**src/rtl/hazard_ctrl_if.sv**
```systemverilog
// ID->EX issue/hazard bus between the decode stage and hazard_ctrl.
// master: decode side (drives ID fields, ex_hold, flush)
// slave : hazard_ctrl (drives operand selects, stall and issue)
interface hazard_ctrl_if #(
  parameter int unsigned REG_AW = 5
);
  logic              id_valid;
  logic [REG_AW-1:0] id_rega_addr;
  logic              id_rega_used;
  logic              id_a_is_pc;
  logic [REG_AW-1:0] id_regb_addr;
  logic              id_regb_used;
  logic              id_b_is_imm;
  logic              id_b_is_pc;
  logic [REG_AW-1:0] id_rd_addr;
  logic              id_rd_we;
  logic              ex_hold;
  logic              flush;
  logic [1:0]        opmux_a;
  logic [1:0]        opmux_b;
  logic              id_stall;
  logic              issue;

  modport master (
    output id_valid, id_rega_addr, id_rega_used, id_a_is_pc,
    output id_regb_addr, id_regb_used, id_b_is_imm, id_b_is_pc,
    output id_rd_addr, id_rd_we, ex_hold, flush,
    input  opmux_a, opmux_b, id_stall, issue
  );

  modport slave (
    input  id_valid, id_rega_addr, id_rega_used, id_a_is_pc,
    input  id_regb_addr, id_regb_used, id_b_is_imm, id_b_is_pc,
    input  id_rd_addr, id_rd_we, ex_hold, flush,
    output opmux_a, opmux_b, id_stall, issue
  );
endinterface

```
**src/rtl/hazard_ctrl.sv**
```systemverilog
// Issue/hazard controller at the ID->EX boundary. Keeps a 3-slot scoreboard
// (EX, MEM, WB) of in-flight destination registers, stalls ID on EX/MEM
// producers and selects WB forwarding for WB producers.
// Optional macro HAZARD_STATS_EN adds saturating stall/forward counters.
module hazard_ctrl #(
  parameter int unsigned REG_AW        = 5,
  parameter int unsigned NUM_SRC_CHECK = 2
) (
  input  logic          clk,
  input  logic          rst,
`ifdef HAZARD_STATS_EN
  output logic [31:0]   o_stat_stall_cycles,
  output logic [31:0]   o_stat_fwd_count,
`endif
  hazard_ctrl_if.slave  bus
);

  localparam logic [1:0] OPMUX_A_RA  = 2'd0;
  localparam logic [1:0] OPMUX_A_PC  = 2'd1;
  localparam logic [1:0] OPMUX_A_WB  = 2'd2;
  localparam logic [1:0] OPMUX_B_RB  = 2'd0;
  localparam logic [1:0] OPMUX_B_PC  = 2'd1;
  localparam logic [1:0] OPMUX_B_IMM = 2'd2;
  localparam logic [1:0] OPMUX_B_WB  = 2'd3;

  // Scoreboard slots
  logic              r_ex_valid, r_mem_valid, r_wb_valid;
  logic              r_ex_we, r_mem_we, r_wb_we;
  logic [REG_AW-1:0] r_ex_rd, r_mem_rd, r_wb_rd;

  logic                     w_a_chk, w_b_chk;
  logic                     w_a_wb, w_b_wb;
  logic [NUM_SRC_CHECK-1:0] w_young;  // [0]=A, [1]=B
  logic                     w_hazard;
  logic                     w_stall;
  logic                     w_issue;
  logic [1:0]               w_opmux_a, w_opmux_b;

  function automatic logic slot_hit(input logic v, input logic we,
                                    input logic [REG_AW-1:0] rd,
                                    input logic [REG_AW-1:0] addr);
    return v && we && (rd == addr);
  endfunction

  // Dependency detection; r0 and non-register operands never depend
  always_comb begin
    w_young  = '0;
    w_a_chk  = bus.id_rega_used && !bus.id_a_is_pc && (bus.id_rega_addr != '0);
    w_b_chk  = bus.id_regb_used && !bus.id_b_is_imm && !bus.id_b_is_pc &&
               (bus.id_regb_addr != '0);
    w_young[0] = w_a_chk && (slot_hit(r_ex_valid, r_ex_we, r_ex_rd, bus.id_rega_addr) ||
                             slot_hit(r_mem_valid, r_mem_we, r_mem_rd, bus.id_rega_addr));
    w_young[1] = w_b_chk && (slot_hit(r_ex_valid, r_ex_we, r_ex_rd, bus.id_regb_addr) ||
                             slot_hit(r_mem_valid, r_mem_we, r_mem_rd, bus.id_regb_addr));
    w_a_wb   = w_a_chk && slot_hit(r_wb_valid, r_wb_we, r_wb_rd, bus.id_rega_addr);
    w_b_wb   = w_b_chk && slot_hit(r_wb_valid, r_wb_we, r_wb_rd, bus.id_regb_addr);
    w_hazard = |w_young;
    w_stall  = bus.id_valid && (w_hazard || bus.ex_hold);
    w_issue  = bus.id_valid && !w_stall && !bus.flush;
  end

  // Operand selects; a younger producer beats a WB match
  always_comb begin
    w_opmux_a = OPMUX_A_RA;
    w_opmux_b = OPMUX_B_RB;
    if (bus.id_valid) begin
      if (bus.id_a_is_pc)          w_opmux_a = OPMUX_A_PC;
      else if (w_a_wb && !w_young[0]) w_opmux_a = OPMUX_A_WB;

      if (bus.id_b_is_pc)          w_opmux_b = OPMUX_B_PC;
      else if (bus.id_b_is_imm)    w_opmux_b = OPMUX_B_IMM;
      else if (w_b_wb && !w_young[1]) w_opmux_b = OPMUX_B_WB;
    end
  end

  assign bus.opmux_a  = w_opmux_a;
  assign bus.opmux_b  = w_opmux_b;
  assign bus.id_stall = w_stall;
  assign bus.issue    = w_issue;

  // Slot advance; ex_hold freezes the whole pipe, a non-issue inserts a bubble
  always_ff @(posedge clk) begin
    if (!rst) begin
      r_ex_valid  <= 1'b0;
      r_mem_valid <= 1'b0;
      r_wb_valid  <= 1'b0;
      r_ex_we     <= 1'b0;
      r_mem_we    <= 1'b0;
      r_wb_we     <= 1'b0;
      r_ex_rd     <= '0;
      r_mem_rd    <= '0;
      r_wb_rd     <= '0;
    end else if (!bus.ex_hold) begin
      r_wb_valid  <= r_mem_valid;
      r_wb_we     <= r_mem_we;
      r_wb_rd     <= r_mem_rd;
      r_mem_valid <= r_ex_valid;
      r_mem_we    <= r_ex_we;
      r_mem_rd    <= r_ex_rd;
      r_ex_valid  <= w_issue;
      r_ex_we     <= bus.id_rd_we;
      r_ex_rd     <= bus.id_rd_addr;
    end
  end

`ifdef HAZARD_STATS_EN
  logic [31:0] r_stat_stall, r_stat_fwd;
  logic        w_fwd_sel;

  assign w_fwd_sel = (w_opmux_a == OPMUX_A_WB) || (w_opmux_b == OPMUX_B_WB);

  // Saturating hazard-stall and forwarded-issue counters
  always_ff @(posedge clk) begin
    if (!rst) begin
      r_stat_stall <= '0;
      r_stat_fwd   <= '0;
    end else begin
      if (bus.id_valid && w_hazard && !bus.ex_hold && (r_stat_stall != '1)) begin
        r_stat_stall <= r_stat_stall + 32'd1;
      end
      if (w_issue && w_fwd_sel && (r_stat_fwd != '1)) begin
        r_stat_fwd <= r_stat_fwd + 32'd1;
      end
    end
  end

  assign o_stat_stall_cycles = r_stat_stall;
  assign o_stat_fwd_count    = r_stat_fwd;
`endif

endmodule

```
**src/flat_wrapper.sv**
```systemverilog
// flat-port wrapper written by rule: the top's interface ports become plain ports
module hazard_ctrl_flat 
#(
  parameter int unsigned REG_AW        = 5,
  parameter int unsigned NUM_SRC_CHECK = 2
)
  (clk, rst, bus_id_valid, bus_id_rega_addr, bus_id_rega_used, bus_id_a_is_pc, bus_id_regb_addr, bus_id_regb_used, bus_id_b_is_imm, bus_id_b_is_pc, bus_id_rd_addr, bus_id_rd_we, bus_ex_hold, bus_flush, bus_opmux_a, bus_opmux_b, bus_id_stall, bus_issue);
  hazard_ctrl_if #(.REG_AW(REG_AW)) bus_i ();
  input  logic clk;
  input  logic rst;
  input wire logic [$bits(bus_i.id_valid)-1:0] bus_id_valid;
  input wire logic [$bits(bus_i.id_rega_addr)-1:0] bus_id_rega_addr;
  input wire logic [$bits(bus_i.id_rega_used)-1:0] bus_id_rega_used;
  input wire logic [$bits(bus_i.id_a_is_pc)-1:0] bus_id_a_is_pc;
  input wire logic [$bits(bus_i.id_regb_addr)-1:0] bus_id_regb_addr;
  input wire logic [$bits(bus_i.id_regb_used)-1:0] bus_id_regb_used;
  input wire logic [$bits(bus_i.id_b_is_imm)-1:0] bus_id_b_is_imm;
  input wire logic [$bits(bus_i.id_b_is_pc)-1:0] bus_id_b_is_pc;
  input wire logic [$bits(bus_i.id_rd_addr)-1:0] bus_id_rd_addr;
  input wire logic [$bits(bus_i.id_rd_we)-1:0] bus_id_rd_we;
  input wire logic [$bits(bus_i.ex_hold)-1:0] bus_ex_hold;
  input wire logic [$bits(bus_i.flush)-1:0] bus_flush;
  output wire logic [$bits(bus_i.opmux_a)-1:0] bus_opmux_a;
  output wire logic [$bits(bus_i.opmux_b)-1:0] bus_opmux_b;
  output wire logic [$bits(bus_i.id_stall)-1:0] bus_id_stall;
  output wire logic [$bits(bus_i.issue)-1:0] bus_issue;
  assign bus_i.id_valid = bus_id_valid;
  assign bus_i.id_rega_addr = bus_id_rega_addr;
  assign bus_i.id_rega_used = bus_id_rega_used;
  assign bus_i.id_a_is_pc = bus_id_a_is_pc;
  assign bus_i.id_regb_addr = bus_id_regb_addr;
  assign bus_i.id_regb_used = bus_id_regb_used;
  assign bus_i.id_b_is_imm = bus_id_b_is_imm;
  assign bus_i.id_b_is_pc = bus_id_b_is_pc;
  assign bus_i.id_rd_addr = bus_id_rd_addr;
  assign bus_i.id_rd_we = bus_id_rd_we;
  assign bus_i.ex_hold = bus_ex_hold;
  assign bus_i.flush = bus_flush;
  assign bus_opmux_a = bus_i.opmux_a;
  assign bus_opmux_b = bus_i.opmux_b;
  assign bus_id_stall = bus_i.id_stall;
  assign bus_issue = bus_i.issue;
  hazard_ctrl #(.REG_AW(REG_AW), .NUM_SRC_CHECK(NUM_SRC_CHECK)) u_core (.clk(clk), .rst(rst), .bus(bus_i));
endmodule
```
**config.mk**
```make
export PLATFORM = sky130hd
export DESIGN_NAME = hazard_ctrl_flat
export DESIGN_NICKNAME = d
export VERILOG_FILES = /design/src/rtl/hazard_ctrl_if.sv /design/src/rtl/hazard_ctrl.sv /design/src/flat_wrapper.sv
export SDC_FILE = /design/constraint.sdc
export NUM_CORES = 1
export LEC_CHECK = 0
export ABC_AREA = 1
export CORE_UTILIZATION = 45
export CTS_CLUSTER_DIAMETER = 120
export DETAILED_ROUTE_END_ITERATION = 16
export GPL_TIMING_DRIVEN = 0
export PLACE_DENSITY = 0.69
export SYNTH_ARGS = -nofsm -noshare
export SYNTH_HDL_FRONTEND = slang
export SYNTH_SLANG_ARGS = --single-unit
export TNS_END_PERCENT = 30
```
**constraint.sdc**
```tcl
create_clock -name clk -period 4 [get_ports clk]
set_clock_uncertainty 0.05 [all_clocks]
set_input_delay 1.2 -clock clk [delete_from_list [all_inputs] [get_ports clk]]
set_output_delay 1.2 -clock clk [all_outputs]
set_load 0.02 [all_outputs]
```
# Word level (Yosys, flattened, before mapping)
# Index checks and enable logic that the tools add are counted.
# word_totals
wordCells	58
ff_bits	21
in_bits	26
out_inout_bits	6
# op_classes
n_eq_ne	6
n_reduce_logical	36
mux	7
# ops
operator	n
$eq 5x5->1	6
$logic_and 1x1->1	23
$mux 2	7
$reduce_bool 5->1	2
$logic_not 1->1	7
$logic_or 1x1->1	3
$reduce_or 2->1	1

# Depth between registers and ports, before layout
# depth
ltp_word	11
depth_mapped	10
ltp_nobuf	10

# Worst setup path before layout
# OpenSTA, ideal clock, no wires.
# synth_path
kind	in2out
startpoint	input port bus_id_rega_addr[0]
endpoint	output port bus_opmux_a[1]
arrival_time_ns	2.092
n_path_buf	0
stages	4
setup_slack_ns	0.658
t_required_ns	2.750
path_cell_list	xor2_1 > a221oi_1 > nand4_1 > nor3_1
# synth_via
elab_chain_len	9
# synth_lines
item	line_no	text
from (decl)	flat_wrapper.sv:12	input wire logic [$bits(bus_i.id_rega_addr)-1:0] bus_id_rega_addr;
$eq 5x5->1	hazard_ctrl.sv:42	return v && we && (rd == addr);
$logic_and 1x1->1	hazard_ctrl.sv:42	
$logic_or 1x1->1	hazard_ctrl.sv:51	w_young[0] = w_a_chk && (slot_hit(r_ex_valid, r_ex_we, r_ex_rd, bus.id_rega_addr) ||
$logic_and 1x1->1	hazard_ctrl.sv:51	
$logic_not 1->1	hazard_ctrl.sv:68	else if (w_a_wb && !w_young[0]) w_opmux_a = OPMUX_A_WB;
$logic_and 1x1->1 *	hazard_ctrl.sv:68	
$mux 2 *	hazard_ctrl.sv:68	
$mux 2 *	hazard_ctrl.sv:67	if (bus.id_a_is_pc) w_opmux_a = OPMUX_A_PC;
$mux 2 *	hazard_ctrl.sv:66	if (bus.id_valid) begin
to (decl)	flat_wrapper.sv:23	output wire logic [$bits(bus_i.opmux_a)-1:0] bus_opmux_a;
# Every way passes the cells marked *; elsewhere a longest branch is shown, timed or not.

# Worst setup path in the final report
# layout_path
startpoint	input port bus_id_regb_addr[3]
endpoint	output port bus_issue
# layout_via
elab_chain_len	10
# layout_lines
item	line_no	text
from (decl)	flat_wrapper.sv:15	input wire logic [$bits(bus_i.id_regb_addr)-1:0] bus_id_regb_addr;
$eq 5x5->1	hazard_ctrl.sv:42	
$logic_and 1x1->1	hazard_ctrl.sv:42	
$logic_or 1x1->1	hazard_ctrl.sv:53	w_young[1] = w_b_chk && (slot_hit(r_ex_valid, r_ex_we, r_ex_rd, bus.id_regb_addr) ||
$logic_and 1x1->1 *	hazard_ctrl.sv:53	
$reduce_or 2->1 *	hazard_ctrl.sv:57	w_hazard = |w_young;
$logic_or 1x1->1 *	hazard_ctrl.sv:58	w_stall = bus.id_valid && (w_hazard || bus.ex_hold);
$logic_and 1x1->1 *	hazard_ctrl.sv:58	
$logic_not 1->1 *	hazard_ctrl.sv:59	w_issue = bus.id_valid && !w_stall && !bus.flush;
$logic_and 1x1->1 * (2 in series)	hazard_ctrl.sv:59	
to (decl)	flat_wrapper.sv:26	output wire logic [$bits(bus_i.issue)-1:0] bus_issue;
# Marks and branches as above.

==> flow_metrics.env <==
export IMPL_outcome="complete, no violations"
export IMPL_io_buffers=31
export IMPL_setup_viol=0
export IMPL_yosysTopAreaCell="dfxtp_1"
export IMPL_fin_crit_ps=3800
export IMPL_final_max_slew_violation_count=0
export IMPL_cp_cell_sequence="dlygate4sd2_1 > inv_2 > nand2_1 > o21ai_1 > nor2_1 > nand3_2 > nand2_2 > nand2_2 > nand4_2 > inv_1 > clkdlybuf4s15_2"
export IMPL_startpoint_type="input port"
export IMPL_grt_pass1_wl_mm=5.79
export IMPL_path_depth=11
export IMPL_drt_initial_drc_count=70
export IMPL_htreeDepth=1
export IMPL_finish_instance_area_mm2=0.00171
export IMPL_first_global_vias=1279
export IMPL_wl_per_cell_um=12.2
export IMPL_drc=0
export IMPL_setup_worst_path_start="bus_id_regb_addr[3]"
export IMPL_die_w_um=56.6
export IMPL_num_vias=1419
export IMPL_drive_above_1_share_pct=12.5
export IMPL_totalWireLength_mm=3.48
export IMPL_ff2ff_path_depth=9
export IMPL_cap_violations=0
export IMPL_power_per_cell_area_mw_per_mm2=269
export IMPL_hold_viol_final=0
export IMPL_whs_ps=447
export IMPL_fp_coreArea_mm2=0.00278
export IMPL_postRouteAntennaNets=0
export IMPL_clkLatencyLatePin_ps=320
export IMPL_cts_buffer_depth=2
export IMPL_yosysWarnings=0
export IMPL_avgSynthCellArea_um2=6.11
export IMPL_vdd_ir_drop_max_mv=0.240
export IMPL_antenna_found_initial=0
export IMPL_fin_crit_sh_pct=95.0
export IMPL_rows=19
export IMPL_rrSetupSlack_ps=2670
export IMPL_num_io_pins=32
export IMPL_path_delay_family="buffers and inverters"
export IMPL_tightest_slew_ps=489
export IMPL_relSlewSlack_pct=67.4
export IMPL_syn_nets=246
export IMPL_hpwl_mm=2.77
export IMPL_die_area_mm2=0.00321
export IMPL_r2r_start="u_core.r_ex_rd[4]$_SDFFE_PN0N_"
export IMPL_min_path_type="flop to flop"
export IMPL_initial_core_util_pct=48.3
export IMPL_reg2reg_to="u_core.r_ex_valid$_SDFFE_PN0N_"
export IMPL_grt_use_total_pct=23.8
export IMPL_slowest_delay_ps=300
export IMPL_leakagePower_nw=0.841
export IMPL_crit_top_cell="nand2_2"
export IMPL_arrival_ps=2550
export IMPL_crit_buf_inv=4
export IMPL_synth_cell_type_count=26
export IMPL_syn_to_final_growth_pct=27.4
export IMPL_cts_sinks=21
export IMPL_cp_max_fo=4
export IMPL_synth_area_leaders="dfxtp_1 (31%), nand2_1 (15%), nor2_1 (8.4%)"
export IMPL_dieHeight_um=56.6
export IMPL_synth_top_area_share_pct=31.3
export IMPL_synth_seq_cells=21
export IMPL_worstSetupPathType="input port to primary output"
export IMPL_fmax_mhz=263
export IMPL_yosysSeqAreaShare_pct=31.3
export IMPL_endpoint_kind="primary output"
export IMPL_finalNetCount=282
export IMPL_syn_area_mm2=0.00134
export IMPL_clock_root_buffer="clkbuf_4"
export IMPL_drt_pass1_iterations=4
export IMPL_vias_per_cell=4.96
export IMPL_gp_congestion=0.908
export IMPL_gr_total_overflow=0
export IMPL_rsz0062_at_grt="no"
export IMPL_cp_required_ps=2750
export IMPL_cts_tree="built"
export IMPL_cts_buffers=3
export IMPL_holdBufCountCts=0
export IMPL_clkTransAtPathRegs_ps=130
export IMPL_crit_slowest_cell="dlygate4sd2_1"
export IMPL_placed_area_mm2=0.00169
export IMPL_crit_path_end="bus_issue"
export IMPL_diodes=0
export IMPL_grt_max_degree=14
export IMPL_postSynthCellCount=220
cell usage in the layout (no fill, tap or decap), drive strengths merged:
cell type	count
buf	2
nor3	4
clkinvlp	1
inv	35
dfxtp	21
nor2	31
a21oi	19
nand4	4
dlygate4sd2	8
o22ai	1
o21ai	27
dlymetal6s2s	2
nand3	7
xor2	4
nand2	57
nor4	1
xnor2	2
clkbuf	9
clkdlybuf4s50	16
a221oi	1
clkdlybuf4s15	3
layout make-up:
class / count / area (um^2)
Clock buffer: 3 / 22.5
Multi-Input combinational cell: 158 / 768
Fill cell: 300 / 1070
Buffer: 6 / 23.8
Tap cell: 31 / 38.8
Inverter: 35 / 131
Sequential cell: 21 / 420
Clock inverter: 1 / 7.51
Timing Repair Buffer: 31 / 299
repair_timing:
action                     CTS  global route
resized for setup           20             6
gates cloned                 0             0
setup endpoints to repair    5             5
buffers inserted             0             0
hold endpoints to repair     0             0
power breakdown:
group	total (W)	internal, W	switching (W)
Combinational	0.000114	0.0000492	0.0000648
Sequential	0.000234	0.000223	0.0000109
Clock	0.000112	0.0000383	0.0000740
Total	0.000460	0.000310	0.000150
per-layer routing:
metal,GRT usage [%],vias up,wire length [um]
met4,8.36,0,78
met2,36.1,30,1530
li1,-,765,-
met3,6.22,9,147
met5,0,-,0
met1,32.5,615,1720
logic make-up after synthesis:
group	Yosys count	share of synthesized area, %
compound gates	48	18.8
xor+xnor	6	3.91
buf+inv	41	11.5
flops	21	31.3
simple gates	104	34.5
worst min-delay path, cell delays in order (launching register included):
cell	delay (ps)
dfxtp_1	340
nand2_1	80
a21oi_2	50
how the worst min path moves through the flow:
stage / start / endpoint / slack [ps] / cells past startpoint
global placement: u_core.r_wb_we$_SDFFE_PN0N_ / u_core.r_wb_we$_SDFFE_PN0N_ / 410 / 2
CTS: u_core.r_wb_rd[0]$_SDFFE_PN0N_ / u_core.r_wb_rd[0]$_SDFFE_PN0N_ / 450 / 2
floorplan: u_core.r_wb_valid$_SDFFE_PN0N_ / u_core.r_wb_valid$_SDFFE_PN0N_ / 400 / 2
finish: u_core.r_ex_valid$_SDFFE_PN0N_ / u_core.r_ex_valid$_SDFFE_PN0N_ / 450 / 2
detailed placement: u_core.r_wb_we$_SDFFE_PN0N_ / u_core.r_wb_we$_SDFFE_PN0N_ / 430 / 2
global route: u_core.r_ex_valid$_SDFFE_PN0N_ / u_core.r_ex_valid$_SDFFE_PN0N_ / 460 / 2
synthesized netlist by cell type (all sizes together):
cell and n:
a21oi 19, a221oi 1, buf 2, clkbuf 4, dfxtp 21, inv 35, nand2 57, nand3 7
nand4 4, nor2 31, nor3 4, nor4 1, o21ai 27, o22ai 1, xnor2 2, xor2 4
metrics by stage:
stage / power [W] / setup slack (ps) / util, % / cells / TNS [ps]
floorplan: 0.000302 / 658 / - / 220 / 0
global placement: 0.000355 / -399 / 60.9 / 282 / -1790
detailed placement: 0.000356 / -417 / 60.9 / 282 / -1830
CTS: 0.000466 / 1.33 / 61.7 / 286 / 0
global route: 0.000489 / 43.8 / 61.5 / 286 / 0
finish: 0.000460 / 200 / 61.5 / 286 / 0
state kept, by name (all words and copies together) (netlist names):
signal,cells
u_core.r_wb_valid,1
u_core.r_mem_we,1
u_core.r_mem_rd,5
u_core.r_wb_we,1
u_core.r_mem_valid,1
u_core.r_ex_we,1
u_core.r_wb_rd,5
u_core.r_ex_rd,5
u_core.r_ex_valid,1
Power figures use the tool's default switching activity.
